**src/rtl/cpu_phase_seq_if.sv**
```systemverilog
// Handshake/status bundle for cpu_phase_seq. The step wire exists only when
// SINGLE_STEP_EN is defined.
interface cpu_phase_seq_if #(
  parameter int CNT_W = 32
);
  logic             run;
  logic             is_mem;
  logic             mem_ready;
  logic             halt_req;
`ifdef SINGLE_STEP_EN
  logic             step;
`endif
  logic             if_en;
  logic             id_en;
  logic             ex_en;
  logic             mem_en;
  logic             wb_en;
  logic             pc_en;
  logic [2:0]       phase;
  logic             busy;
  logic             mem_err;
  logic [CNT_W-1:0] instr_cnt;

  modport master (
`ifdef SINGLE_STEP_EN
    output step,
`endif
    output run, is_mem, mem_ready, halt_req,
    input  if_en, id_en, ex_en, mem_en, wb_en, pc_en,
    input  phase, busy, mem_err, instr_cnt
  );

  modport slave (
`ifdef SINGLE_STEP_EN
    input  step,
`endif
    input  run, is_mem, mem_ready, halt_req,
    output if_en, id_en, ex_en, mem_en, wb_en, pc_en,
    output phase, busy, mem_err, instr_cnt
  );
endinterface

```
**src/rtl/cpu_phase_seq.sv**
```systemverilog
// Multi-cycle CPU phase sequencer: IDLE -> IF (xIF_CYCLES) -> ID -> EX -> [MEM] -> WB.
// Optional feature: define SINGLE_STEP_EN to add the step port (single-step out of HALT).
module cpu_phase_seq #(
  parameter int IF_CYCLES   = 2,
  parameter int MEM_TIMEOUT = 15,
  parameter int CNT_W       = 32
) (
  input  logic          clk,
  input  logic          rst,
  cpu_phase_seq_if.slave bus
);

  typedef enum logic [2:0] {
    S_IDLE = 3'd0,
    S_IF   = 3'd1,
    S_ID   = 3'd2,
    S_EX   = 3'd3,
    S_MEM  = 3'd4,
    S_WB   = 3'd5,
    S_HALT = 3'd6
  } state_t;

  localparam logic [3:0] IF_LAST  = 4'(IF_CYCLES - 1);
  localparam logic [7:0] MEM_LAST = 8'(MEM_TIMEOUT - 1);

  state_t           state_q, state_d;
  logic [3:0]       if_cnt_q;
  logic [7:0]       mem_cnt_q;
  logic             err_q;
  logic             err_set;
  logic [CNT_W-1:0] cnt_q;
  logic             step_q;
  logic             step_set;

  always_ff @(posedge clk) begin
    if (rst) begin
      state_q   <= S_IDLE;
      if_cnt_q  <= '0;
      mem_cnt_q <= '0;
      err_q     <= 1'b0;
      cnt_q     <= '0;
    end else begin
      state_q   <= state_d;
      if_cnt_q  <= (state_q == S_IF  && state_d == S_IF)  ? if_cnt_q + 4'd1  : '0;
      mem_cnt_q <= (state_q == S_MEM && state_d == S_MEM) ? mem_cnt_q + 8'd1 : '0;
      if (err_set)
        err_q <= 1'b1;
      // Retire on the edge that ends WB; a reset during WB wins and drops it.
      if (state_q == S_WB)
        cnt_q <= cnt_q + CNT_W'(1);
    end
  end

`ifdef SINGLE_STEP_EN
  // Remembers that the current instruction was launched by a step pulse,
  // so WB returns to HALT regardless of halt_req.
  always_ff @(posedge clk) begin
    if (rst)
      step_q <= 1'b0;
    else if (step_set)
      step_q <= 1'b1;
    else if (state_q == S_WB)
      step_q <= 1'b0;
  end
`else
  assign step_q = 1'b0;
`endif

  always_comb begin
    state_d  = state_q;
    err_set  = 1'b0;
    step_set = 1'b0;
    case (state_q)
      S_IDLE: if (bus.run) state_d = S_IF;
      S_IF:   if (if_cnt_q == IF_LAST) state_d = S_ID;
      S_ID:   state_d = S_EX;
      S_EX:   state_d = bus.is_mem ? S_MEM : S_WB;
      S_MEM: begin
        if (bus.mem_ready) begin
          state_d = S_WB;
        end else if (mem_cnt_q == MEM_LAST) begin
          state_d = S_WB;
          err_set = 1'b1;
        end
      end
      S_WB: begin
        if (step_q || bus.halt_req) state_d = S_HALT;
        else if (!bus.run)          state_d = S_IDLE;
        else                        state_d = S_IF;
      end
      S_HALT: begin
        if (!bus.halt_req) begin
          state_d = bus.run ? S_IF : S_IDLE;
        end
`ifdef SINGLE_STEP_EN
        else if (bus.step) begin
          state_d  = S_IF;
          step_set = 1'b1;
        end
`endif
      end
      default: state_d = S_IDLE;
    endcase
  end

  always_comb begin
    bus.if_en  = 1'b0;
    bus.id_en  = 1'b0;
    bus.ex_en  = 1'b0;
    bus.mem_en = 1'b0;
    bus.wb_en  = 1'b0;
    bus.pc_en  = 1'b0;
    bus.busy   = 1'b0;
    case (state_q)
      S_IF:  begin bus.if_en  = 1'b1; bus.busy = 1'b1; end
      S_ID:  begin bus.id_en  = 1'b1; bus.busy = 1'b1; end
      S_EX:  begin bus.ex_en  = 1'b1; bus.busy = 1'b1; end
      S_MEM: begin bus.mem_en = 1'b1; bus.busy = 1'b1; end
      S_WB:  begin bus.wb_en  = 1'b1; bus.pc_en = 1'b1; bus.busy = 1'b1; end
      default: ;
    endcase
  end

  assign bus.phase     = state_q;
  assign bus.mem_err   = err_q;
  assign bus.instr_cnt = cnt_q;

endmodule

```
**src/flat_wrapper.sv**
```systemverilog
// flat-port wrapper written by rule: the top's interface ports become plain ports
module cpu_phase_seq_flat 
#(
  parameter int IF_CYCLES   = 2,
  parameter int MEM_TIMEOUT = 15,
  parameter int CNT_W       = 32
)
  (clk, rst, bus_run, bus_is_mem, bus_mem_ready, bus_halt_req, bus_if_en, bus_id_en, bus_ex_en, bus_mem_en, bus_wb_en, bus_pc_en, bus_phase, bus_busy, bus_mem_err, bus_instr_cnt);
  cpu_phase_seq_if #(.CNT_W(CNT_W)) bus_i ();
  input  logic clk;
  input  logic rst;
  input wire logic [$bits(bus_i.run)-1:0] bus_run;
  input wire logic [$bits(bus_i.is_mem)-1:0] bus_is_mem;
  input wire logic [$bits(bus_i.mem_ready)-1:0] bus_mem_ready;
  input wire logic [$bits(bus_i.halt_req)-1:0] bus_halt_req;
  output wire logic [$bits(bus_i.if_en)-1:0] bus_if_en;
  output wire logic [$bits(bus_i.id_en)-1:0] bus_id_en;
  output wire logic [$bits(bus_i.ex_en)-1:0] bus_ex_en;
  output wire logic [$bits(bus_i.mem_en)-1:0] bus_mem_en;
  output wire logic [$bits(bus_i.wb_en)-1:0] bus_wb_en;
  output wire logic [$bits(bus_i.pc_en)-1:0] bus_pc_en;
  output wire logic [$bits(bus_i.phase)-1:0] bus_phase;
  output wire logic [$bits(bus_i.busy)-1:0] bus_busy;
  output wire logic [$bits(bus_i.mem_err)-1:0] bus_mem_err;
  output wire logic [$bits(bus_i.instr_cnt)-1:0] bus_instr_cnt;
  assign bus_i.run = bus_run;
  assign bus_i.is_mem = bus_is_mem;
  assign bus_i.mem_ready = bus_mem_ready;
  assign bus_i.halt_req = bus_halt_req;
  assign bus_if_en = bus_i.if_en;
  assign bus_id_en = bus_i.id_en;
  assign bus_ex_en = bus_i.ex_en;
  assign bus_mem_en = bus_i.mem_en;
  assign bus_wb_en = bus_i.wb_en;
  assign bus_pc_en = bus_i.pc_en;
  assign bus_phase = bus_i.phase;
  assign bus_busy = bus_i.busy;
  assign bus_mem_err = bus_i.mem_err;
  assign bus_instr_cnt = bus_i.instr_cnt;
  cpu_phase_seq #(.IF_CYCLES(IF_CYCLES), .MEM_TIMEOUT(MEM_TIMEOUT), .CNT_W(CNT_W)) u_core (.clk(clk), .rst(rst), .bus(bus_i));
endmodule
```
**config.mk**
```make
export PLATFORM = sky130hd
export DESIGN_NAME = cpu_phase_seq_flat
export DESIGN_NICKNAME = d
export VERILOG_FILES = /design/src/rtl/cpu_phase_seq_if.sv /design/src/rtl/cpu_phase_seq.sv /design/src/flat_wrapper.sv
export SDC_FILE = /design/constraint.sdc
export NUM_CORES = 1
export LEC_CHECK = 0
export CAP_MARGIN = 20
export CORE_MARGIN = 2
export CORE_UTILIZATION = 45
export CTS_CLUSTER_DIAMETER = 150
export DETAILED_ROUTE_END_ITERATION = 16
export PLACE_DENSITY = 0.72
export SYNTH_ARGS = -nofsm -noshare
export SYNTH_HDL_FRONTEND = slang
export SYNTH_SLANG_ARGS = --single-unit
```
**constraint.sdc**
```tcl
create_clock -name clk -period 1.95 [get_ports clk]
set_input_delay 0.39 -clock clk [delete_from_list [all_inputs] [get_ports clk]]
set_output_delay 0.39 -clock clk [all_outputs]
set_load 0.01 [all_outputs]
```
==> key figures <==
Synthesis
  – EDFF count, synth: 0
  – Primary FF master, synth: dfxtp_1
  – Yosys warning total: 0
  – Most frequent cell after synthesis: dfxtp_1
  – Synth Net Count: 283
  – Post-synth ARST share: 0%
  – Average cell area after synthesis: 8.68 um2
  – Yosys top cell area share: 40.7%
  – Cell taking the most area after synthesis: dfxtp_1
  – Post-synthesis cell type count: 37
  – Main area contributors after synthesis: dfxtp_1 41%, a21oi_1 5.9%, or4_1 5.4%
  – Number of synthesized register bits: 48
  – Syn Std Cell Area: 2360 um2
  – Gate Count Post-Synth: 272
  – Synth cell count leaders: 48 x dfxtp_1, 31 x nor2_1, 28 x a21oi_1
  – Register area share after synthesis: 40.7%

Pwr
  – Sw Pwr: 411 uW
  – Total internal power: 1.42 mW
  – Combinational cell fraction of total power: 5.6%
  – Pwr/cell area: 589 nW/um2
  – Power Total: 1.83 mW
  – Leakage power: 1.14 nW
  – Flop pwr share: 54.2%
  – Sw Ratio: 22.5%
  – Max VDD drop: 382 uV
  – Clk network pwr share: 40.3%

Critical path
  – CP endpoint: bus_ex_en
  – Critical path, cell by cell: buf_4 -> or2b_1 -> nor2_1 -> dlygate4sd2_1
  – R2R depth: 5
  – R2R Setup Slk: 0.16 ns
  – Reg-to-Reg End: u_core.bus.instr_cnt[24]
  – CP max stage cell: dfxtp_4
  – CP Class: reg -> out
  – Critical Path Fanout Max: 7
  – Worst EP required: 1.56 ns
  – Crit start category: flop
  – Reg2Reg Launch Point: u_core.bus.instr_cnt[1]
  – Setup crit end kind: output port
  – Critical Path AT: 1.48 ns
  – Worst Setup SP: u_core.bus.phase[2]
  – Max stage delay on crit path: 0.37 ns

STA
  – Setup_tns: 0 ns
  – Final hold violation count: 0
  – Fin crit period: 1.87 ns
  – Hold slack final: 0.466 ns
  – RSZ-0062 raised after global routing: no
  – Final setup viols: 0
  – Fin crit share: 96.1%
  – Max Clock Freq: 534 MHz
  – Relative slew slack: 72.7%
  – Slew Limit Fails: 0
  – Worst clock skew: 0.00261 ns
  – Least-Margin Pin Slew: 0.410 ns

Detailed routing
  – Vias/cell: 5.37
  – # DRC: 0
  – Vias: 2155
  – Detail Route Antenna Nets: 0
  – Detailed Route Iter0 Violations: 122
  – First-pass DRT Iterations: 4
  – Wire length per cell: 13.1 um
  – Post-Route WL: 5250 um

Run status
  – Status: finished clean

Global route
  – Gr ovfl total: 0
  – Initial antenna violation count: 0
  – Largest net degree at the start of global routing: 39
  – First-pass GRT wire length: 9070 um
  – Tot GR Track Use: 18.7%
  – Number of global-route vias before repair: 2008

Die
  – Site Rows: 26
  – Die Width: 76.5 um
  – Core Area: 5070 um2
  – Initial Util: 46.5%
  – Chip Height: 76.5 um
  – Die area: 5850 um2
  – IO Pins: 49

Clock network
  – CTS Buf Count: 5
  – Worst-path clk slew: 0.09 ns
  – Clk buf depth: 2
  – CTS tree: yes
  – CTS root buf: clkbuf_8
  – Clock Sinks: 48
  – H-tree levels: 2
  – Clock Latency Late Sink: 0.30 ns
  – Hold-fix buffers at CTS: 0

Cells and area
  – Register cell area after layout: 970 um2
  – Layout overhead on the synthesized area: 31.3%
  – Diode count: 0
  – Design Area, Final: 3100 um2
  – Layout cells sized above 1: 13.3%
  – Multi-input gate area: 1250 um2
  – Fill cell total of the finished layout: 474
  – Layout Utilization: 61.1%
  – Final Net Count: 341

Job
  – Maxcap violations: 0

Min path
  – Worst hold path type: reg -> reg

Placement
  – Port buffer count: 48
  – Area after DPL: 2970 um2
  – Post-DP HPWL: 3790 um
  – GP Congestion: 0.837
[worst max-delay path, delay by kind of cell (launching register included)]
family	cells	cell delay (ns)
buffers and inverters	2	0.43
flip-flops	1	0.37
AND/OR/NAND/NOR	2	0.39
[placed cells by master (no fill, tap or decap), types with 2 or more instances in the layout]
cell	n
clkdlybuf4s50_1	41
dfxtp_4	2
xnor2_1	4
inv_1	9
or2b_1	2
and3_1	6
nand4_1	9
dlygate4sd2_1	7
nand4_4	2
nor2_1	31
and4_1	4
dfxtp_1	45
o21ai_0	7
a21oi_1	28
buf_4	23
o31ai_1	16
and2_1	3
or3_1	4
ha_1	5
clkbuf_8	5
nand2_1	12
nand2b_1	2
xor2_1	14
or4_1	16
nand3_1	15
[state kept, by name (all words and copies together), names as in the netlist]
register	flops
u_core.if_cnt_q	4
u_core.bus.instr_cnt	32
u_core.bus.phase	3
u_core.bus.mem_err	1
u_core.mem_cnt_q	8
[power groups by stage]
stage / registers, mW / logic, mW / clock network (mW)
2_1_floorplan: 1.01 / 0.0571 / 0
3_3_place_gp: 1.01 / 0.100 / 0
3_5_place_dp: 1.01 / 0.101 / 0
4_1_cts: 0.990 / 0.102 / 0.757
5_1_grt: 0.991 / 0.112 / 0.795
6_report: 0.990 / 0.102 / 0.736
[worst min-delay path by stage]
stage,startpoint,to,slack [ns],cells after the start
4_1_cts,u_core.mem_cnt_q[0],u_core.mem_cnt_q[0],0.47,1
3_5_place_dp,u_core.mem_cnt_q[0],u_core.mem_cnt_q[0],0.45,1
2_1_floorplan,u_core.mem_cnt_q[0],u_core.mem_cnt_q[0],0.43,1
5_1_grt,u_core.mem_cnt_q[0],u_core.mem_cnt_q[0],0.51,1
3_3_place_gp,u_core.mem_cnt_q[0],u_core.mem_cnt_q[0],0.44,1
6_report,u_core.mem_cnt_q[0],u_core.mem_cnt_q[0],0.47,1
[metal layers]
| metal | up-vias | track usage (%) | wire (um) |
|---|---|---|---|
| li1 | 1098 | - | - |
| met1 | 1011 | 23.5 | 2510 |
| met2 | 37 | 31.7 | 2470 |
| met3 | 9 | 3.79 | 181 |
| met4 | 0 | 7.27 | 93 |
| met5 | - | 0 | 0 |
[stage by stage]
step | setup WS (ns) | std cells
2_1_floorplan | 0.163 | 272
3_3_place_gp | 0.135 | 392
3_5_place_dp | 0.0953 | 392
4_1_cts | 0.0733 | 401
5_1_grt | 0.00699 | 401
6_report | 0.0770 | 401
[repair_timing]
action | in CTS | in global routing
endpoints found under the hold margin | 0 | 0
setup buffers | 1 | 0
endpoints found under the setup margin | 7 | 9
gates resized for setup | 14 | 2
[final cells by class]
type | count | area share, %
inverter | 9 | 1.09
timing repair buffer | 71 | 20.8
multi-input combinational | 195 | 40.3
tap | 70 | 2.82
clock buffer | 5 | 2.22
sequential | 48 | 31.3
clock inverter | 3 | 1.49
[logic make-up (layout without fill, tap and decap cells)]
logic type               after synthesis  in the layout  synth area share, %
adder cells (fa/ha/maj)                6              6                 3.07
multiplexers                           1              1                0.477
AND/OR/NAND/NOR                      117            117                 29.1
AO/OA/AOI/OAI                         53             53                 13.1
XOR/XNOR                              18             18                 6.67
flip-flops                            48             48                 40.7
buffers and inverters                 29             88                 6.89
Note: power is estimated with default switching activity, not from simulation.
